File: config.mk
export PLATFORM = sky130hd
export DESIGN_NAME = mem_arbiter
export DESIGN_NICKNAME = d
export VERILOG_FILES = /design/src/rtl/mem_arbiter.sv
export SDC_FILE = /design/constraint.sdc
export NUM_CORES = 1
export LEC_CHECK = 0
export BUFFER_PORTS_ARGS = -buffer_cell sky130_fd_sc_hd__buf_2
export CAP_MARGIN = 10
export CELL_PAD_IN_SITES_DETAIL_PLACEMENT = 2
export CELL_PAD_IN_SITES_GLOBAL_PLACEMENT = 2
export CORE_MARGIN = 2
export CORE_UTILIZATION = 12
export DETAILED_ROUTE_END_ITERATION = 6
export PLACE_DENSITY_LB_ADDON = 0.1
export SLEW_MARGIN = 20
export SYNTH_ARGS = -nofsm -noshare
export SYNTH_HDL_FRONTEND = slang
export SYNTH_SLANG_ARGS = --single-unit
File: constraint.sdc
create_clock -name CLK -period 4.18 [get_ports CLK]
set_clock_uncertainty 0.1 [all_clocks]
set_input_delay 0.418 -clock CLK [delete_from_list [all_inputs] [get_ports CLK]]
set_output_delay 0.418 -clock CLK [all_outputs]
set_load 0.05 [all_outputs]
File: src/rtl/mem_arbiter.sv
// -----------------------------------------------------------------------------
// mem_arbiter
//
// Puts the word requests of the data cache and the instruction cache onto the
// single RAM port. Data-side requests win. A bounded streak counter forces one
// instruction grant after MAX_DSTREAK back-to-back data grants made while an
// instruction fetch was waiting, so fetch cannot starve during long fills.
//
// Every grant passes back through IDLE, which re-arbitrates, so each word
// takes at least two cycles.
//
// Parameters:
//   MAX_DSTREAK   data grants allowed while iREN waits (1..15)
//
// Ports:
//   CLK, nRST          clock (rising edge), asynchronous active-high reset
//   dREN, dWEN         dcache read / write request
//   daddr, dstore      dcache word address / write data
//   dload, dwait       dcache load data / wait (0 only in the completing cycle)
//   iREN, iaddr        icache read request / word address
//   iload, iwait       icache load data / wait (0 only in the completing cycle)
//   ramREN, ramWEN     RAM read / write strobes
//   ramaddr, ramstore  RAM address / write data
//   ramload, ramstate  RAM read data / status (FREE, BUSY, ACCESS, ERROR)
//
// Optional build macro MEM_ARBITER_PERF_EN adds three 32-bit counters:
//   dgrant_cnt  completed data transactions
//   igrant_cnt  completed instruction transactions
//   err_cnt     cycles spent granted while ramstate reports ERROR
// -----------------------------------------------------------------------------
module mem_arbiter #(
    parameter int unsigned MAX_DSTREAK = 4
) (
    input  logic        CLK,
    input  logic        nRST,
    input  logic        dREN,
    input  logic        dWEN,
    input  logic [31:0] daddr,
    input  logic [31:0] dstore,
    output logic [31:0] dload,
    output logic        dwait,
    input  logic        iREN,
    input  logic [31:0] iaddr,
    output logic [31:0] iload,
    output logic        iwait,
    output logic        ramREN,
    output logic        ramWEN,
    output logic [31:0] ramaddr,
    output logic [31:0] ramstore,
    input  logic [31:0] ramload,
    input  logic [1:0]  ramstate
`ifdef MEM_ARBITER_PERF_EN
    ,
    output logic [31:0] dgrant_cnt,
    output logic [31:0] igrant_cnt,
    output logic [31:0] err_cnt
`endif
);

    typedef enum logic [1:0] {
        IDLE   = 2'd0,
        DGRANT = 2'd1,
        IGRANT = 2'd2
    } state_t;

    localparam logic [1:0] RAM_ACCESS = 2'd2;
    localparam logic [1:0] RAM_ERROR  = 2'd3;
    localparam logic [3:0] STREAK_LIM = 4'(MAX_DSTREAK);

    state_t     state_q, state_d;
    logic [3:0] streak_q, streak_d;
    logic       dreq;
    logic       d_done;
    logic       i_done;

    assign dreq = dREN | dWEN;

    always_ff @(posedge CLK or posedge nRST) begin
        if (nRST) begin
            state_q  <= IDLE;
            streak_q <= 4'd0;
        end else begin
            state_q  <= state_d;
            streak_q <= streak_d;
        end
    end

    always_comb begin
        state_d  = state_q;
        streak_d = streak_q;
        dwait    = 1'b1;
        iwait    = 1'b1;
        dload    = 32'd0;
        iload    = 32'd0;
        ramREN   = 1'b0;
        ramWEN   = 1'b0;
        ramaddr  = 32'd0;
        ramstore = 32'd0;
        d_done   = 1'b0;
        i_done   = 1'b0;

        case (state_q)
            IDLE: begin
                // Data wins unless an instruction fetch has waited out the
                // full streak of data grants.
                if (dreq && !(iREN && (streak_q >= STREAK_LIM))) begin
                    state_d = DGRANT;
                end else if (iREN) begin
                    state_d = IGRANT;
                end
            end

            DGRANT: begin
                if (!dreq) begin
                    // Requester withdrew: drop strobes now, keep the streak.
                    state_d = IDLE;
                end else begin
                    ramaddr  = daddr;
                    ramstore = dstore;
                    ramWEN   = dWEN;
                    ramREN   = dREN & ~dWEN;
                    if (ramstate == RAM_ACCESS) begin
                        dwait   = 1'b0;
                        dload   = ramload;
                        d_done  = 1'b1;
                        state_d = IDLE;
                        // Only grants made while a fetch waits count toward
                        // the streak.
                        if (iREN) begin
                            streak_d = (streak_q == 4'hF) ? 4'hF : streak_q + 4'd1;
                        end else begin
                            streak_d = 4'd0;
                        end
                    end
                end
            end

            IGRANT: begin
                if (!iREN) begin
                    state_d = IDLE;
                end else begin
                    ramREN  = 1'b1;
                    ramaddr = iaddr;
                    if (ramstate == RAM_ACCESS) begin
                        iwait    = 1'b0;
                        iload    = ramload;
                        i_done   = 1'b1;
                        streak_d = 4'd0;
                        state_d  = IDLE;
                    end
                end
            end

            default: begin
                state_d = IDLE;
            end
        endcase
    end

`ifdef MEM_ARBITER_PERF_EN
    logic [31:0] dgrant_cnt_q;
    logic [31:0] igrant_cnt_q;
    logic [31:0] err_cnt_q;
    logic        granted;

    assign granted = (state_q == DGRANT) || (state_q == IGRANT);

    always_ff @(posedge CLK or posedge nRST) begin
        if (nRST) begin
            dgrant_cnt_q <= 32'd0;
            igrant_cnt_q <= 32'd0;
            err_cnt_q    <= 32'd0;
        end else begin
            if (d_done) begin
                dgrant_cnt_q <= dgrant_cnt_q + 32'd1;
            end
            if (i_done) begin
                igrant_cnt_q <= igrant_cnt_q + 32'd1;
            end
            if (granted && (ramstate == RAM_ERROR)) begin
                err_cnt_q <= err_cnt_q + 32'd1;
            end
        end
    end

    assign dgrant_cnt = dgrant_cnt_q;
    assign igrant_cnt = igrant_cnt_q;
    assign err_cnt    = err_cnt_q;
`else
    // Completion flags only feed the optional counters.
    logic unused_done;
    assign unused_done = d_done ^ i_done;
`endif

endmodule

After elaboration in Yosys (flattened, before gate mapping):

Cells that the tools add are included.

* output and inout port bits: 132
* bits in registers: 6
* input port bits: 135

* mux-type cells: 33
* bitwise gates (word level): 3
* reductions and logical operators: 6
* equality and inequality tests: 9
* $lt $le $gt $ge: 1
* add/sub/neg operators: 1

Operators by type and width (number)
* 32-bit two-way mux: 9
* 32-bit case mux with 2 select lines: 1
* 4-bit two-way mux: 6
* 2-bit two-way mux: 5
* 1-bit two-way mux: 9
* 2-bit != test, second input constant: 4
* 4-bit case mux with 2 select lines: 1
* 2-bit case mux with 3 select lines: 1
* 5-bit AND reduction: 1
* 4-bit by 1-bit adder with 4-bit output, second input constant: 1
* 2-bit equality test, second input constant: 2
* 4-bit equality test, second input constant: 1
* 4-bit by 3-bit greater-or-equal comparator with 1-bit output, second input constant: 1
* 3-bit != test, second input constant: 1
* 2-bit by 1-bit equality test with 1-bit output, second input constant: 1
* 1-bit logical AND: 2
* 2-bit logical NOT: 1
* 1-bit case mux with 2 select lines: 1
* 2-bit nonzero test: 1
* 1-bit bitwise AND: 1
* 1-bit logical NOT: 1
* 1-bit NOT: 1
* 1-bit OR: 1

Longest topological paths before layout:

* word-level depth: 6
* mapped depth: 7
* gate-level depth less buffers: 5

Worst setup path before layout:

Ideal clock, no wire load.

* path kind: flip-flop to output port
* start: register state_q[0]
* end: output port ramaddr[0]
* data required time: 3662 ps
* stages on the path, launching flop included: 8
* arrival time: 1921 ps
* path slack: 1741 ps
* cells stage by stage: dfrtp_1 > inv_1 > ha_1 > and2_1 > buf_2 > buf_4 > a22oi_1 > nor2b_1

* longest elaborated chain between the ends: 2
* elaborated cells on any way between the ends: 3

RTL lines
* start: declaration: line 70 `state_t state_q, state_d;`
* start signal: assignment: line 83 `state_q <= state_d;`
* 2-bit equality test or 2-bit by 1-bit equality test with 1-bit output (tied branches): line 102 `case (state_q)`
* 32-bit case mux with 2 select lines *: line 102
* end: declaration: line 48 `output logic [31:0] ramaddr,`

Mark *: on every way between the ends. The rest lies on a longest branch, timed or not.

Worst setup path in the final report:

* start: register state_q[0]
* end: output port ramaddr[12]

Same word-level chain as after synthesis.

==> flow_summary.yaml <==
clock_network:
  cts_resized: 0
  holdBufCountCts: 0
  root_buffer: "clkbuf_16"
  htree_num_levels: 1
  path_clk_slew_ns: 0.04
  post-cts-setup-buffer-count: 0
  insertion_delay_ns: 0.23
  numCtsBuffers: 3
  clk_path_buf_depth: 2
  cts_sinks: 6
  cts_tree: "yes"
timing:
  fmax_mhz: 318.9
  slew_violations: 0
  fin_crit_sh: 0.7501
  relSlewSlack: 0.3736
  tightestPinTransition_ns: 0.9396
  fin_crit_ns: 3.135
  rsz0062_at_grt: "no"
  tns_ns: 0
  setup_viol: 0
  hold_viol_final: 0
detailed_routing:
  dr.first_iter.drc_count: 72
  avgRoutedWirePerCell_um: 14.81
  vias: 2717
  via_per_inst: 4.019
  remaining_drc_errors: 0
  ant_nets: 0
  firstDrtPassIters: 4
  routed_wl_um: 10010
final_layout:
  final_common_cell: "buf_2"
  fin_nets: 636
  design_area_sq_mm: 0.003234
  nFillCells: 1715
  drive_gt1_frac: 0.5668
  mostFrequentLayoutCells: "buf_2 (266), and2_1 (99), nor2b_1 (34)"
  area_delta_synth_final_pct: 94.07
critical_path:
  reg2reg_depth: 5
  cp-startpoint: "state_q[0]"
  cp.arrival_ns: 2.62
  worstPathRequired_ns: 3.66
  r2r-start: "state_q[1]"
  r2r_setup_slack_ns: 2.15
  end_kind: "output port"
  worstSetupPathType: "reg -> out"
  worstSetupStartpointType: "flip-flop"
  worstPathMaxFanout: 24
  reg2reg_to: "state_q[0]"
global_routing:
  grt-ovfl-total: 0
  grt_util_all_layers: 0.1237
  grt_max_degree: 50
  antenna_found_initial: 1
  grt_pass1_vias: 2745
  grt_pass1_wl_um: 14660
power_and_ir_drop:
  p_total_w: 0.001668
  internal-power_w: 0.0005948
  p_leak_nw: 1.895
  p_comb_frac: 0.838
  peakVddDrop_uv: 204.0
  switching_power_w: 0.001073
  clkPwrFrac: 0.094
  power_density_mw_per_mm2: 515.7
  swShare: 0.6434
  seq_power_share: 0.067
place:
  gp_congestion: 0.7051
  place_area_sq_mm: 0.003154
  port_buffers: 266
  hpwl_um: 8672
die:
  die_w_um: 121.9
  initial_utilization: 0.1215
  chipHeight_um: 121.9
  fp-row-count: 43
  ios: 267
  coreArea_sq_mm: 0.01372
  dieArea_sq_mm: 0.01485
logic_synthesis:
  yosys_warnings: 0
  syn_area_sq_mm: 0.001667
  synth_cell_type_count: 29
  syn-num-nets: 380
  ys_ff_latch: 6
  synth_seq_area_share: 0.09009
  syn_area_per_cell_sq_um: 6.944
  syn_inst: 240
run_status:
  status: "completed"
hold_path:
  hold_path_class: "in -> async"
job:
  drv_cap: 0
-- synth_stat cells (all sizes together) --
library cell  instances  area, sq um
and2                 99        619.3
nor2b                34        212.7
a22oi                32        240.2
buf                  12        73.82
clkbuf                8        33.78
inv                   8        30.03
dfrtp                 6        150.1
nand3                 6        30.03
ha                    5        62.56
nand2                 3        11.26
o21ai                 3        15.01
a21oi                 2        10.01
a2bb2oi               2        17.52
mux2                  2        22.52
nand2b                2        12.51
nand3b                2        15.01
nor2                  2        7.510
nor3                  2        15.01
nor3b                 2        25.02
nor4                  2        12.51
o2111ai               2        17.52
mux2i                 1        10.01
nand4                 1        6.260
o21a                  1        7.510
o311ai                1        8.760
-- cells by family (layout without fill, tap and decap cells) --
| logic type | count (synthesis) | count (layout) | synth area share |
|---|---|---|---|
| muxes | 3 | 3 | 0.01952 |
| buffers and inverters | 28 | 282 | 0.08258 |
| DFF | 6 | 6 | 0.09009 |
| and+or+nand+nor | 155 | 155 | 0.5803 |
| AOI/OAI and AO/OA | 43 | 43 | 0.1899 |
| adders and majority gates | 5 | 5 | 0.03754 |
| other | 0 | 2 | 0 |
-- metal layers --
layer | routed length (um) | track usage | vias up | part of all wire
met4 | 54 | 0.02730 | 0 | 0.0054
met1 | 3383 | 0.1230 | 1247 | 0.34
met2 | 5269 | 0.2395 | 159 | 0.53
met5 | 0 | 0 | - | 0
met3 | 1303 | 0.04916 | 2 | 0.13
li1 | - | - | 1309 | -
-- registers in the layout (all words and copies together), names as in the netlist --
name	cells
streak_q	4
state_q	2
-- worst max-delay path, stage by stage, from the launching register on --
cell and delay [ns]:
dfrtp_1 0.41, inv_1 0.10, ha_1 0.24, and2_1 0.75, buf_4 0.33, a22oi_1 0.10
nor2b_1 0.17, buf_2 0.27
-- per-stage QoR --
step | instances | setup slack, ns | utilization | hold WS [ns]
floorplan | 240 | 1.741 | - | 0.1090
global route | 674 | 0.8066 | 0.2354 | 0.03501
CTS | 674 | 0.9858 | 0.2354 | 0.01205
global placement | 671 | 1.305 | 0.2299 | 0.2527
finish | 676 | 1.045 | 0.2358 | 0.0001522
detailed placement | 671 | 1.236 | 0.2299 | 0.2510
-- worst max path at each step --
stage | cells past startpoint | end | slack, ns
finish | 7 | ramaddr[12] | 1.04
global route | 7 | ramaddr[22] | 0.81
CTS | 7 | ramaddr[12] | 0.99
detailed placement | 7 | ramaddr[12] | 1.24
global placement | 7 | ramaddr[14] | 1.31
floorplan | 7 | ramaddr[0] | 1.74
-- cell type report --
type,instances,area (sq um),share of cell area
Multi-Input combinational cell,206,1380,0.4267
Timing Repair Buffer,271,1369,0.4232
Tap cell,180,225.2,0.06963
Sequential cell,6,150.1,0.04642
Clock buffer,3,75.07,0.02321
Inverter,8,30.03,0.009284
Antenna cell,2,5.005,0.001547
-- power groups by stage --
| stage | sequential (W) | combinational [W] | clock, W |
|---|---|---|---|
| 4_1_cts | 0.000113 | 0.00143 | 0.000158 |
| 6_report | 0.000112 | 0.00140 | 0.000157 |
| 3_3_place_gp | 0.000111 | 0.00141 | 0 |
| 5_1_grt | 0.000119 | 0.00150 | 0.000163 |
| 2_1_floorplan | 0.000105 | 0.00108 | 0 |
| 3_5_place_dp | 0.000114 | 0.00142 | 0 |
Power figures use the tool's default switching activity.
